===== config.mk =====
export PLATFORM = sky130hd
export DESIGN_NAME = rr_arb8
export DESIGN_NICKNAME = d
export VERILOG_FILES = /design/src/rtl/rr_arb8.sv
export SDC_FILE = /design/constraint.sdc
export NUM_CORES = 1
export LEC_CHECK = 0
export CAP_MARGIN = 5
export CORE_ASPECT_RATIO = 0.5
export CORE_MARGIN = 2
export CORE_UTILIZATION = 60
export CTS_CLUSTER_SIZE = 14
export DETAILED_ROUTE_END_ITERATION = 8
export PLACE_DENSITY_LB_ADDON = 0.25
export SKIP_CTS_REPAIR_TIMING = 1
export SLEW_MARGIN = 20
export SYNTH_ARGS = -nofsm -noshare
export SYNTH_HDL_FRONTEND = slang
export SYNTH_SLANG_ARGS = --single-unit

===== constraint.sdc =====
create_clock -name clk -period 11.07 [get_ports clk]
set_input_delay 2.7675 -clock clk [delete_from_list [all_inputs] [get_ports clk]]
set_output_delay 2.7675 -clock clk [all_outputs]
set_load 0.01 [all_outputs]

===== src/rtl/rr_arb8.sv =====
// -----------------------------------------------------------------------------
// rr_arb8 -- 8-way round-robin arbiter with a bounded hold time
//
// The grant stays with one requester for as long as it keeps its request high.
// The exception is when it has held the resource for HOLD_MAX cycles while
// someone else is waiting: then the grant is taken away and tmo pulses. Every
// release is followed by a single dead cycle (GAP) before the next grant.
//
// Ports
//   clk        in   1  system clock, rising edge
//   rst_n      in   1  asynchronous active-low reset
//   en         in   1  arbiter enable; low drops any grant at the next edge
//   req        in   8  request lines, req[i] held high while i wants the bus
//   gnt        out  8  registered one-hot grant (all-zero when idle)
//   gnt_idx    out  3  registered index of the current or most recent grant
//   gnt_valid  out  1  registered, high exactly when gnt != 0
//   tmo        out  1  registered one-cycle pulse on a forced release
//
// States
//   state | meaning
//   ------+-------------------------------------------------------------
//   IDLE  | nothing granted, arbitrate whenever en=1 and req != 0
//   BUSY  | grant held on gnt_idx, hold counter running
//   GAP   | one dead cycle after a release, arbitrate for the next cycle
// -----------------------------------------------------------------------------
module rr_arb8 #(
    parameter int HOLD_MAX = 15
) (
    input  logic       clk,
    input  logic       rst_n,
    input  logic       en,
    input  logic [7:0] req,
    output logic [7:0] gnt,
    output logic [2:0] gnt_idx,
    output logic       gnt_valid,
    output logic       tmo
);

    localparam logic [7:0] HOLD_LIM = 8'(HOLD_MAX);

    typedef enum logic [1:0] {
        ST_IDLE = 2'd0,
        ST_BUSY = 2'd1,
        ST_GAP  = 2'd2
    } state_t;

    state_t     state_q;
    state_t     state_d;

    logic [7:0] hold_q;
    logic [7:0] hold_d;
    logic [2:0] last_q;
    logic [2:0] last_d;

    logic [7:0] gnt_d;
    logic [2:0] gnt_idx_d;
    logic       gnt_valid_d;
    logic       tmo_d;

    logic [2:0] scan_idx;
    logic       win_found;
    logic [2:0] win_idx;
    logic       any_req;
    logic [7:0] req_others;
    logic       hold_at_max;
    logic       rel_normal;
    logic       rel_forced;
    logic       do_grant;

    // -------------------------------------------------------------------------
    // Round-robin winner: first set request scanning upward from last+1.
    // The 3-bit add wraps naturally, so k=8 lands back on last itself and the
    // previous owner is considered only after everybody else.
    // -------------------------------------------------------------------------
    always_comb begin
        win_idx   = last_q;
        win_found = 1'b0;
        scan_idx  = last_q;
        for (int k = 1; k <= 8; k++) begin
            scan_idx = last_q + 3'(k);
            if (!win_found && req[scan_idx]) begin
                win_found = 1'b1;
                win_idx   = scan_idx;
            end
        end
    end

    assign any_req     = |req;
    assign req_others  = req & ~(8'd1 << gnt_idx);
    assign hold_at_max = (hold_q == HOLD_LIM);

    // Release conditions only matter in BUSY; requests changing on other
    // lines never disturb the current grant except through rel_forced.
    assign rel_normal  = !req[gnt_idx];
    assign rel_forced  = req[gnt_idx] && hold_at_max && (|req_others);
    assign do_grant    = en && any_req && win_found &&
                         ((state_q == ST_IDLE) || (state_q == ST_GAP));

    // -------------------------------------------------------------------------
    // State register
    // -------------------------------------------------------------------------
    always_ff @(posedge clk or negedge rst_n) begin
        if (!rst_n) begin
            state_q <= ST_IDLE;
        end else begin
            state_q <= state_d;
        end
    end

    // -------------------------------------------------------------------------
    // Next-state logic
    // -------------------------------------------------------------------------
    always_comb begin
        state_d = state_q;
        if (!en) begin
            state_d = ST_IDLE;
        end else begin
            case (state_q)
                ST_IDLE: begin
                    if (any_req) begin
                        state_d = ST_BUSY;
                    end
                end
                ST_BUSY: begin
                    if (rel_normal || rel_forced) begin
                        state_d = ST_GAP;
                    end
                end
                ST_GAP: begin
                    // GAP never lasts more than one cycle.
                    if (any_req) begin
                        state_d = ST_BUSY;
                    end else begin
                        state_d = ST_IDLE;
                    end
                end
                default: state_d = ST_IDLE;
            endcase
        end
    end

    // -------------------------------------------------------------------------
    // Output / datapath next values. Everything computed here is captured in
    // flops below, so req and en never reach a port combinationally.
    // -------------------------------------------------------------------------
    always_comb begin
        gnt_d       = 8'h00;
        gnt_valid_d = 1'b0;
        gnt_idx_d   = gnt_idx;
        tmo_d       = 1'b0;
        hold_d      = hold_q;
        last_d      = last_q;

        if (!en) begin
            // Drop the grant but remember who had it for fairness later.
            hold_d = 8'd0;
        end else begin
            case (state_q)
                ST_IDLE, ST_GAP: begin
                    hold_d = 8'd0;
                    if (do_grant) begin
                        gnt_d       = 8'd1 << win_idx;
                        gnt_valid_d = 1'b1;
                        gnt_idx_d   = win_idx;
                        last_d      = win_idx;
                    end
                end
                ST_BUSY: begin
                    if (rel_normal) begin
                        hold_d = 8'd0;
                    end else if (rel_forced) begin
                        hold_d = 8'd0;
                        tmo_d  = 1'b1;
                    end else begin
                        gnt_d       = gnt;
                        gnt_valid_d = 1'b1;
                        // Saturate so a lone requester can hold indefinitely
                        // and still be cut off the moment someone else asks.
                        if (!hold_at_max) begin
                            hold_d = hold_q + 8'd1;
                        end
                    end
                end
                default: begin
                    hold_d = 8'd0;
                end
            endcase
        end
    end

    // -------------------------------------------------------------------------
    // Output and datapath registers
    // -------------------------------------------------------------------------
    always_ff @(posedge clk or negedge rst_n) begin
        if (!rst_n) begin
            gnt       <= 8'h00;
            gnt_idx   <= 3'd0;
            gnt_valid <= 1'b0;
            tmo       <= 1'b0;
            hold_q    <= 8'd0;
            // last=7 makes requester 0 the first in line after reset.
            last_q    <= 3'd7;
        end else begin
            gnt       <= gnt_d;
            gnt_idx   <= gnt_idx_d;
            gnt_valid <= gnt_valid_d;
            tmo       <= tmo_d;
            hold_q    <= hold_d;
            last_q    <= last_d;
        end
    end

endmodule


# Word level (Yosys, flattened, before mapping)
# Index checks and enable logic that the tools add are counted.
# word_totals
regBits	26
wordCells	121
# op_classes
n_addsub	8
magnitude_cmp	9
n_eq_ne	7
shift	2
n_mux	58
bitwise_logic	2
n_reduce_logical	28
# op_table
operator	count
8-bit two-way mux	9
3-bit by 4-bit less-than comparator with 1-bit output (second input constant)	9
1-bit binary-select mux with 3-bit select	9
1-bit two-way mux	26
3-bit two-way mux	8
8-bit case mux with 2 select lines	1
8-bit OR reduction	2
1-bit by 3-bit left shift with 8-bit output (first input constant)	2
3-bit adder (second input constant)	4
1-bit logical AND	12
8-bit by 1-bit adder with 8-bit output (second input constant)	1
8-bit bitwise AND	1
8-bit by 4-bit equality test with 1-bit output (second input constant)	1
1-bit zero test	8
8-bit inverter	1
3-bit by 2-bit adder with 3-bit output (second input constant)	2
2-bit two-way mux	3
3-bit != test (second input constant)	2
2-bit case mux with 3 select lines	1
5-bit != test (second input constant)	1
4-bit != test (second input constant)	1
3-bit by 1-bit adder with 3-bit output (second input constant)	1
3-bit AND reduction	1
2-bit by 1-bit equality test with 1-bit output (second input constant)	1
other kinds (6)	7

# Depth between registers and ports, before layout
# Gate-level depths: netlist (run 1).
# logic_depth
word_depth	30
ltp_mapped	14
depth_no_buf	10

# Worst setup path after synthesis (run 1)
# OpenSTA, ideal clock, no wires.
# synth_timing
kind	input -> register
from	input req[0]
to	register gnt[0]
setup_time_ns	0.110
arrival_ns	4.885
path_slack_ns	6.075
stages	8
cell_sequence	mux4_2 > mux2_2 > a211o_1 > and4b_1 > o21a_1 > o32a_1 > buf_6 > o41ai_1
# synth_between
elab_chain_cells	29
# synth_lines
item	line_no	rtl
start: declaration	32	input logic [7:0] req,
1-bit binary-select mux with 3-bit select	81	if (!win_found && req[scan_idx]) begin
1-bit two-way mux (implied by the code)	81	
1-bit two-way mux	81	
1-bit zero test	81	
1-bit logical AND	81	
1-bit two-way mux	81	
1-bit zero test	81	
1-bit logical AND	81	
(+12 left out)	-	
1-bit two-way mux	81	
1-bit zero test	81	
1-bit logical AND	81	
1-bit two-way mux	81	
1-bit logical AND (2 in a row)	96	assign do_grant = en && any_req && win_found &&
8-bit two-way mux	161	if (do_grant) begin
8-bit case mux with 2 select lines	158	case (state_q)
8-bit two-way mux	154	if (!en) begin
end signal: assignment	204	gnt <= gnt_d;
end: declaration	33	output logic [7:0] gnt,
# Parallel ways exist; a longest one is shown, timed or not. The select of a mux whose other input is x is not followed.
# A chain may end at the register's enable or synchronous reset.

# Worst setup path after layout (run 1)
# layout_timing
from	input req[0]
to	register gnt[5]
# Same word-level chain as after synthesis.

==> results of run 1 <==
## layout by cell type (no fill, tap or decap), drive strengths merged, types with 2 or more instances in the layout
cell,count
o31ai,3
clkdlybuf4s50,22
o21ai,13
nand3,5
a32o,4
inv,7
nor2,23
dfrtp,23
mux4,10
a22oi,4
o22ai,3
or2,2
or3,2
nor2b,3
xor2,3
nor3,5
mux2i,10
o41ai,5
clkbuf,3
xnor2,4
o21a,6
nand3b,3
a31oi,3
nand2,27
and2,5
dfstp,3
a21oi,13
nor4b,2
mux2,7
ha,3
## through the flow
stage          hold slack [ns]  utilization [%]
3_3_place_gp            0.4654            72.51
3_5_place_dp            0.4722            72.51
4_1_cts                 0.4930            74.78
5_1_grt                 0.5275            74.62
6_report                0.4937            74.62
2_1_floorplan           0.5104                -
## worst max path at each step
stage / startpoint / end / slack [ns] / depth (start not counted)
after floorplan: req[0] / gnt[0] / 6.07 / 8
after global placement: req[0] / gnt[0] / 5.24 / 8
after detailed placement: req[0] / gnt[5] / 5.08 / 9
after CTS: req[0] / gnt[5] / 5.36 / 9
after global routing: req[0] / gnt[4] / 5.06 / 9
final: req[0] / gnt[5] / 5.30 / 9
## flip-flops by register name, indices dropped and copies added, names as in the netlist
name / cells
gnt: 8
state_q: 2
tmo: 1
gnt_idx: 3
hold_q: 8
last_q: 3
gnt_valid: 1
## layout make-up
type,count,area [µm²]
clock buffers,3,41.29
clock inverters,1,30.03
fillers,215,795.8
inverters,7,26.28
multi-input cells,181,1313
flip-flops and latches,26,654.4
well taps,40,50.05
repair buffers,23,225.2
## power breakdown
part / leakage (nW) / total (mW) / internal [mW] / switching, mW
combinational: 0.555 / 0.517 / 0.233 / 0.283
sequential: 0.342 / 0.186 / 0.127 / 0.0587
clock: 0.0357 / 0.0782 / 0.0484 / 0.0299
total: 0.932 / 0.781 / 0.409 / 0.372
## worst max-delay path, cell delays in order
cell	delay, ns
clkdlybuf4s50_1	0.56
mux4_2	0.59
mux2_2	0.34
nor2_1	0.13
o21a_1	0.23
nand3_1	0.09
a32oi_1	0.61
inv_1	0.20
o41ai_1	0.39
## metal layers
| layer | up-vias | track usage (%) | part of all wire (%) |
|---|---|---|---|
| met5 | - | 0 | 0 |
| met4 | 0 | 5.000 | 0.77 |
| met3 | 6 | 5.435 | 5.5 |
| met2 | 65 | 46.41 | 50 |
| met1 | 932 | 37.01 | 44 |
| li1 | 884 | - | - |
## cell families after synthesis
group	synth area share, %
and+or+nand+nor	19.00
adders and majority gates	1.822
xor gates and xnor gates	2.975
buffers and inverters	4.554
DFF	31.75
AOI/OAI and AO/OA	20.28
muxes	19.61
==> flow_summary.yaml, run 1 <==
outcome:
  status: "finished, final reports clean"
global_routing:
  grt_pass1_wl_um: 8252
  grt_pass1_vias: 1719
  overflow: 0
  track_usage_pct: 27.05
  grt_max_degree: 27
  antenna_found_initial: 0
clock_tree:
  clock_sinks: 26
  cts_tree: "yes"
  root_buffer: "clkbuf_8"
  clock_latency_ns: 0.27
  cts_buffers: 3
  cts_buffer_depth: 2
  htree_num_levels: 1
  clk_pin_slew_worst_paths_ns: 0.09
drt:
  drc: 0
  ant_nets: 0
  dr.pass1.iters: 7
  drt-vias-per-instance: 6.715
  avgRoutedWirePerCell_um: 17.49
  vias: 1887
  drt-initial-drc-count: 134
  routed_wirelength_um: 4914
power:
  leakagePower_nw: 0.9323
  finalPower_uw: 781.3
  power_density_nw_per_um2: 333.9
  ir_drop_v: 0.0001717
sta:
  finalHoldViolCount: 0
  period_minus_slack_ns: 5.773
  fmax_ghz: 0.1732
  drv_slew: 0
  setup_violations: 0
  slew_headroom_pct: 55.06
  finalSetupTns_ns: 0
  layout_worst_path_cycle_share_pct: 52.15
  rsz0062_at_grt: "no"
  worstMarginPinSlew_ns: 0.6740
  worst_slack_ns: 5.297
  finClkSkew_ns: 0.001407
yosys:
  ys_async_sr_fraction_pct: 100.0
  synth_top_area_share_pct: 27.93
  synthFlopType: "dfrtp_1"
  ys_ff_latch: 26
  synthTopCellsByArea: "dfrtp_1 (28%), mux4_2 (11%), nand2_1 (4.9%), mux2i_1 (4.9%), nor2_1 (4.2%)"
  synth_area_um2: 2061
  yosysTopAreaCell: "dfrtp_1"
  synth_common_cells: "nand2_1 (27), dfrtp_1 (23), nor2_1 (23)"
  yosysUniqueCellTypes: 48
  avgSynthCellArea_um2: 9.078
  synth_edf_count: 0
  yosys_warnings: 0
  synth_cells: 227
  yosys.cell_count.top_type: "nand2_1"
  synth.yosys.seq_area_share_pct: 31.75
  syn_nets: 241
die:
  fp.dieW_um: 86.88
  die_h_um: 45.44
  placementRows: 14
  top_level_ports: 24
  core_area_um2: 3136
  die_area_um2: 3948
  start_util_pct: 65.72
setup_path:
  required_ns: 11.22
  worst-r2r-setup-slack_ns: 6.81
  worst-path-max-fanout: 9
  worstPathArrival_ns: 5.92
  crit_type: "input port to flip-flop"
  regToRegStartpoint: "last_q[0]"
  end_kind: "flip-flop"
  reg2reg_to: "gnt[5]"
  worstRegToRegCells: 10
  start_kind: "input port"
placed_design:
  place.gp.congestion: 0.9967
  pre_cts_slack_ns: 5.080
  portBuffers: 23
  dp.cells: 277
  dpl-instance-area_um2: 2273
  dp_hpwl_um: 3677
min_path:
  hold_depth: 2
  holdPathEnd: "gnt[1]"
  min_from: "gnt[1]"
  min_path_type: "flip-flop to flip-flop"
finish:
  final_cells: 281
  area_delta_synth_final_pct: 13.54
  layout-drive-gt1-share_pct: 11.20
  fin_nets: 256
  final_area_um2: 2340
  diodes: 0
job:
  drv_cap: 0
No activity file was read; power rests on OpenSTA's default activity.
==> run 2, diff against run 1 <==
- CORE_UTILIZATION: 60 -> 51
- clock period: 11.07 -> 4.8 ns (I/O delays scaled with it)
==> flow_summary.yaml, run 2 (synthesized netlist as in run 1, its figures left out) <==
outcome:
  status: "finished, final reports clean"
setup_path:
  start_kind: "flip-flop"
  worstRegToRegCells: 9
  worst-path-max-fanout: 16
  required_ns: 4.96
  worst-r2r-setup-slack_ns: 0.78
  worstPathArrival_ns: 4.18
  crit_type: "flip-flop to flip-flop"
  end_kind: "flip-flop"
sta:
  setup_violations: 0
  worstMarginPinSlew_ns: 0.6351
  finalHoldViolCount: 0
  fmax_ghz: 0.2487
  layout_worst_path_cycle_share_pct: 83.79
  finalSetupTns_ns: 0
  period_minus_slack_ns: 4.022
  worst_slack_ns: 0.7783
  slew_headroom_pct: 57.38
  drv_slew: 0
  finClkSkew_ns: 0.008294
  rsz0062_at_grt: "no"
  holdWs_ns: 0.4813
clock_tree:
  cts_tree: "yes"
  cts_buffers: 3
  htree_num_levels: 1
  clock_sinks: 26
  root_buffer: "clkbuf_8"
  clk_pin_slew_worst_paths_ns: 0.09
  cts_buffer_depth: 2
  clock_latency_ns: 0.27
drt:
  ant_nets: 0
  drt-initial-drc-count: 69
  drc: 0
  avgRoutedWirePerCell_um: 16.10
  routed_wirelength_um: 4783
  vias: 1842
  drt-vias-per-instance: 6.202
  dr.pass1.iters: 4
die:
  fp.dieW_um: 93.90
  core_area_um2: 3884
  die_area_um2: 4596
  top_level_ports: 24
  die_h_um: 48.95
  placementRows: 16
  start_util_pct: 53.06
power:
  leakagePower_nw: 0.9289
  p_clk_share_pct: 7.1
  ir_drop_v: 0.0002779
  power_density_nw_per_um2: 753.6
  p_seq_share_pct: 24.3
  combPwrFrac_pct: 68.6
  p_int_uw: 911.7
  switchingPower_uw: 860.1
  sw_frac_of_total_pct: 48.54
global_routing:
  antenna_found_initial: 0
  grt_pass1_wl_um: 8079
  track_usage_pct: 22.57
  overflow: 0
  grt_max_degree: 23
  grt_pass1_vias: 1716
min_path:
  min_path_type: "flip-flop to flip-flop"
  hold_depth: 2
placed_design:
  portBuffers: 23
  dp_hpwl_um: 3550
  place.gp.congestion: 0.9465
  pre_cts_slack_ns: 0.5541
finish:
  top_regs: "gnt x8, hold_q x8"
  layout-drive-gt1-share_pct: 11.11
  diodes: 0
  fin_nets: 258
  mostFrequentLayoutCells: "nand2_1 (27), nor2_1 (23), dfrtp_1 (23), clkdlybuf4s50_1 (23), a21oi_1 (13)"
  layout_commonest_cell: "nand2_1"
  area_delta_synth_final_pct: 14.09
job:
  drv_cap: 0
[run 2: worst max-delay path, stage by stage, from the launching register on]
cell	delay [ns]
dfstp_2	0.76
inv_1	0.22
ha_1	0.54
mux4_2	0.60
mux2_2	0.33
a211o_1	0.30
and4b_1	0.18
o21a_1	0.16
o32a_1	0.42
o41ai_1	0.38
[run 2: final timing paths]
check | from | to
worst max-delay path | last_q[0] | gnt[5]
worst min-delay path | gnt[5] | gnt[5]
worst max register to register | last_q[0] | gnt[5]
worst min register to register | gnt[5] | gnt[5]
max in group asynchronous | rst_n | last_q[2]
min in group asynchronous | rst_n | hold_q[1]
[run 2: power by group through the flow]
stage | clock network [mW] | registers [mW] | logic [mW]
2_1_floorplan | 0 | 0.348 | 0.994
3_5_place_dp | 0 | 0.433 | 1.19
3_3_place_gp | 0 | 0.429 | 1.16
6_report | 0.126 | 0.430 | 1.22
5_1_grt | 0.141 | 0.453 | 1.32
4_1_cts | 0.131 | 0.429 | 1.20
[run 2: layer usage]
layer  wire length (µm)  vias to the layer above  track usage [%]
met3                215                       13            4.173
met2               2190                       51            35.00
met1               2283                      892            32.00
met5                  0                        -                0
met4                 94                        0            7.971
li1                   -                      886                -
[run 2: cell type report]
cell class | instances | area, µm²
well taps | 54 | 67.56
multi-input cells | 181 | 1313
inverters | 7 | 26.28
fillers | 350 | 1533
flip-flops and latches | 26 | 654.4
clock buffers | 4 | 45.04
repair buffers | 25 | 245.2
[run 2: metrics by stage]
stage / area [µm²] / power [mW] / utilization, % / std cells
floorplan: 2061 / 1.341 / - / 227
global placement: 2306 / 1.593 / 59.38 / 293
detailed placement: 2306 / 1.624 / 59.38 / 293
CTS: 2351 / 1.755 / 60.53 / 297
global route: 2351 / 1.910 / 60.53 / 297
finish: 2351 / 1.772 / 60.53 / 297
==> run 3, diff against run 2 <==
- clock period: 4.8 -> 3.25 ns (I/O delays scaled with it)
==> flow_summary.yaml, run 3 (synthesized netlist as in run 1, its figures left out) <==
outcome:
  status: "finished, final reports clean"
finish:
  mostFrequentLayoutCells: "buf_4 (42), nand2_1 (27), dfrtp_1 (23)"
  layout_commonest_cell: "buf_4"
  diodes: 0
  final_cells: 341
  top_regs: "gnt x8, hold_q x8"
  layout-drive-gt1-share_pct: 29.97
  nFillCells: 281
  fin_nets: 302
  area_delta_synth_final_pct: 38.62
drt:
  drc: 0
  routed_wirelength_um: 5761
  drt-initial-drc-count: 111
  vias: 1996
  ant_nets: 0
  avgRoutedWirePerCell_um: 16.89
  dr.pass1.iters: 4
  drt-vias-per-instance: 5.853
power:
  p_clk_share_pct: 7.6
  leakagePower_nw: 1.281
  sw_frac_of_total_pct: 44.37
  p_seq_share_pct: 15.7
  combPwrFrac_pct: 76.7
  ir_drop_v: 0.0005739
  switchingPower_mw: 1.539
  p_int_mw: 1.929
  power_density_nw_per_um2: 1214
clock_tree:
  clock_sinks: 26
  clk_pin_slew_worst_paths_ns: 0.09
  cts_buffers: 3
  cts_tree: "yes"
  cts_buffer_depth: 2
  htree_num_levels: 1
  clock_latency_ns: 0.27
  root_buffer: "clkbuf_8"
sta:
  finClkSkew_ns: 0.003184
  setup_violations: 0
  finalSetupTns_ns: 0
  slew_headroom_pct: 75.60
  fmax_ghz: 0.3133
  period_minus_slack_ns: 3.192
  worstMarginPinSlew_ns: 0.3660
  drv_slew: 0
  layout_worst_path_cycle_share_pct: 98.22
  finalHoldViolCount: 0
setup_path:
  crit_type: "flip-flop to flip-flop"
  crit_path_top_delay_cell: "dfstp_2"
  start_kind: "flip-flop"
  worstPathArrival_ns: 3.35
  end_kind: "flip-flop"
  worst-path-max-fanout: 4
  required_ns: 3.41
  crit_buf_inv: 2
  worst-r2r-setup-slack_ns: 0.06
  path_cells: "inv_4, ha_4, mux4_2, mux2_4, buf_12, nor2_4, o21a_1, and3_1, nor3_1, or2_2, o41ai_2"
  critical-path-top-delay-family: "multiplexers"
  slowest_delay_ns: 0.56
placed_design:
  place.gp.congestion: 0.9144
  dp_hpwl_um: 4381
  portBuffers: 23
  dp.cells: 333
global_routing:
  grt_pass1_wl_um: 9204
  grt_max_degree: 27
  antenna_found_initial: 0
  overflow: 0
  grt_pass1_vias: 1895
  track_usage_pct: 25.70
job:
  drv_cap: 0
die:
  die_h_um: 48.95
  placementRows: 16
  fp.dieW_um: 93.90
  core_area_um2: 3884
  start_util_pct: 53.06
  top_level_ports: 24
  die_area_um2: 4596
min_path:
  min_path_type: "flip-flop to flip-flop"
run 3: cell types whose count changed in the layout (fill, tap and decap cells not counted), moves of 3 or more:
| cell | delta |
|---|---|
| inv_1 | -3 |
| o41ai_1 | -5 |
| buf_4 | +40 |
| clkdlybuf4s50_1 | -8 |
| o41ai_2 | +5 |
| dlymetal6s2s_1 | +8 |
run 3: power groups by stage:
stage / sequential, mW / clock [mW] / combinational (mW)
CTS: 0.545 / 0.268 / 2.46
floorplan: 0.513 / 0 / 1.62
global route: 0.564 / 0.280 / 2.85
detailed placement: 0.550 / 0 / 2.45
finish: 0.544 / 0.263 / 2.66
global placement: 0.547 / 0 / 2.36
run 3: worst min-delay path: cells and delay by family, from the launching register on:
family             cells  cell delay, ns
and+or+nand+nor        1            0.06
DFF                    1            0.35
AOI/OAI and AO/OA      1            0.05
run 3: worst paths after layout:
path | from | end | cells after the start
setup / recovery | last_q[1] | gnt[5] | 11
hold / removal | gnt[1] | gnt[1] | 2
setup reg to reg | last_q[1] | gnt[5] | 11
hold reg to reg | gnt[1] | gnt[1] | 2
max in group asynchronous | rst_n | last_q[2] | 2
min in group asynchronous | rst_n | hold_q[3] | 2
run 3: layout make-up:
class | instances | area, µm² | area share, %
Multi-Input combinational cell | 181 | 1406 | 49.23
Sequential cell | 26 | 654.4 | 22.91
Timing Repair Buffer | 69 | 628.1 | 21.99
Clock buffer | 3 | 41.29 | 1.445
Tap cell | 54 | 67.56 | 2.365
Clock inverter | 1 | 30.03 | 1.051
Inverter | 7 | 28.78 | 1.007
run 3: metrics by stage:
step	util, %	cell area, µm²	worst slack, ns	power [mW]	hold slack, ns
2_1_floorplan	-	2137	-0.2195	2.132	0.5104
3_3_place_gp	69.30	2691	-0.3716	2.912	0.4627
3_5_place_dp	69.30	2691	-0.4948	2.996	0.4658
4_1_cts	71.13	2763	-0.2022	3.270	0.4867
5_1_grt	73.55	2856	-0.02468	3.694	0.5080
6_report	73.55	2856	0.05776	3.468	0.4886
run 3: layer usage:
metal	up-vias	routed length, µm	global-route usage [%]
met5	-	0	0
met4	0	26	4.589
met3	4	249	3.555
met2	55	2865	42.86
met1	966	2620	36.55
li1	971	-	-
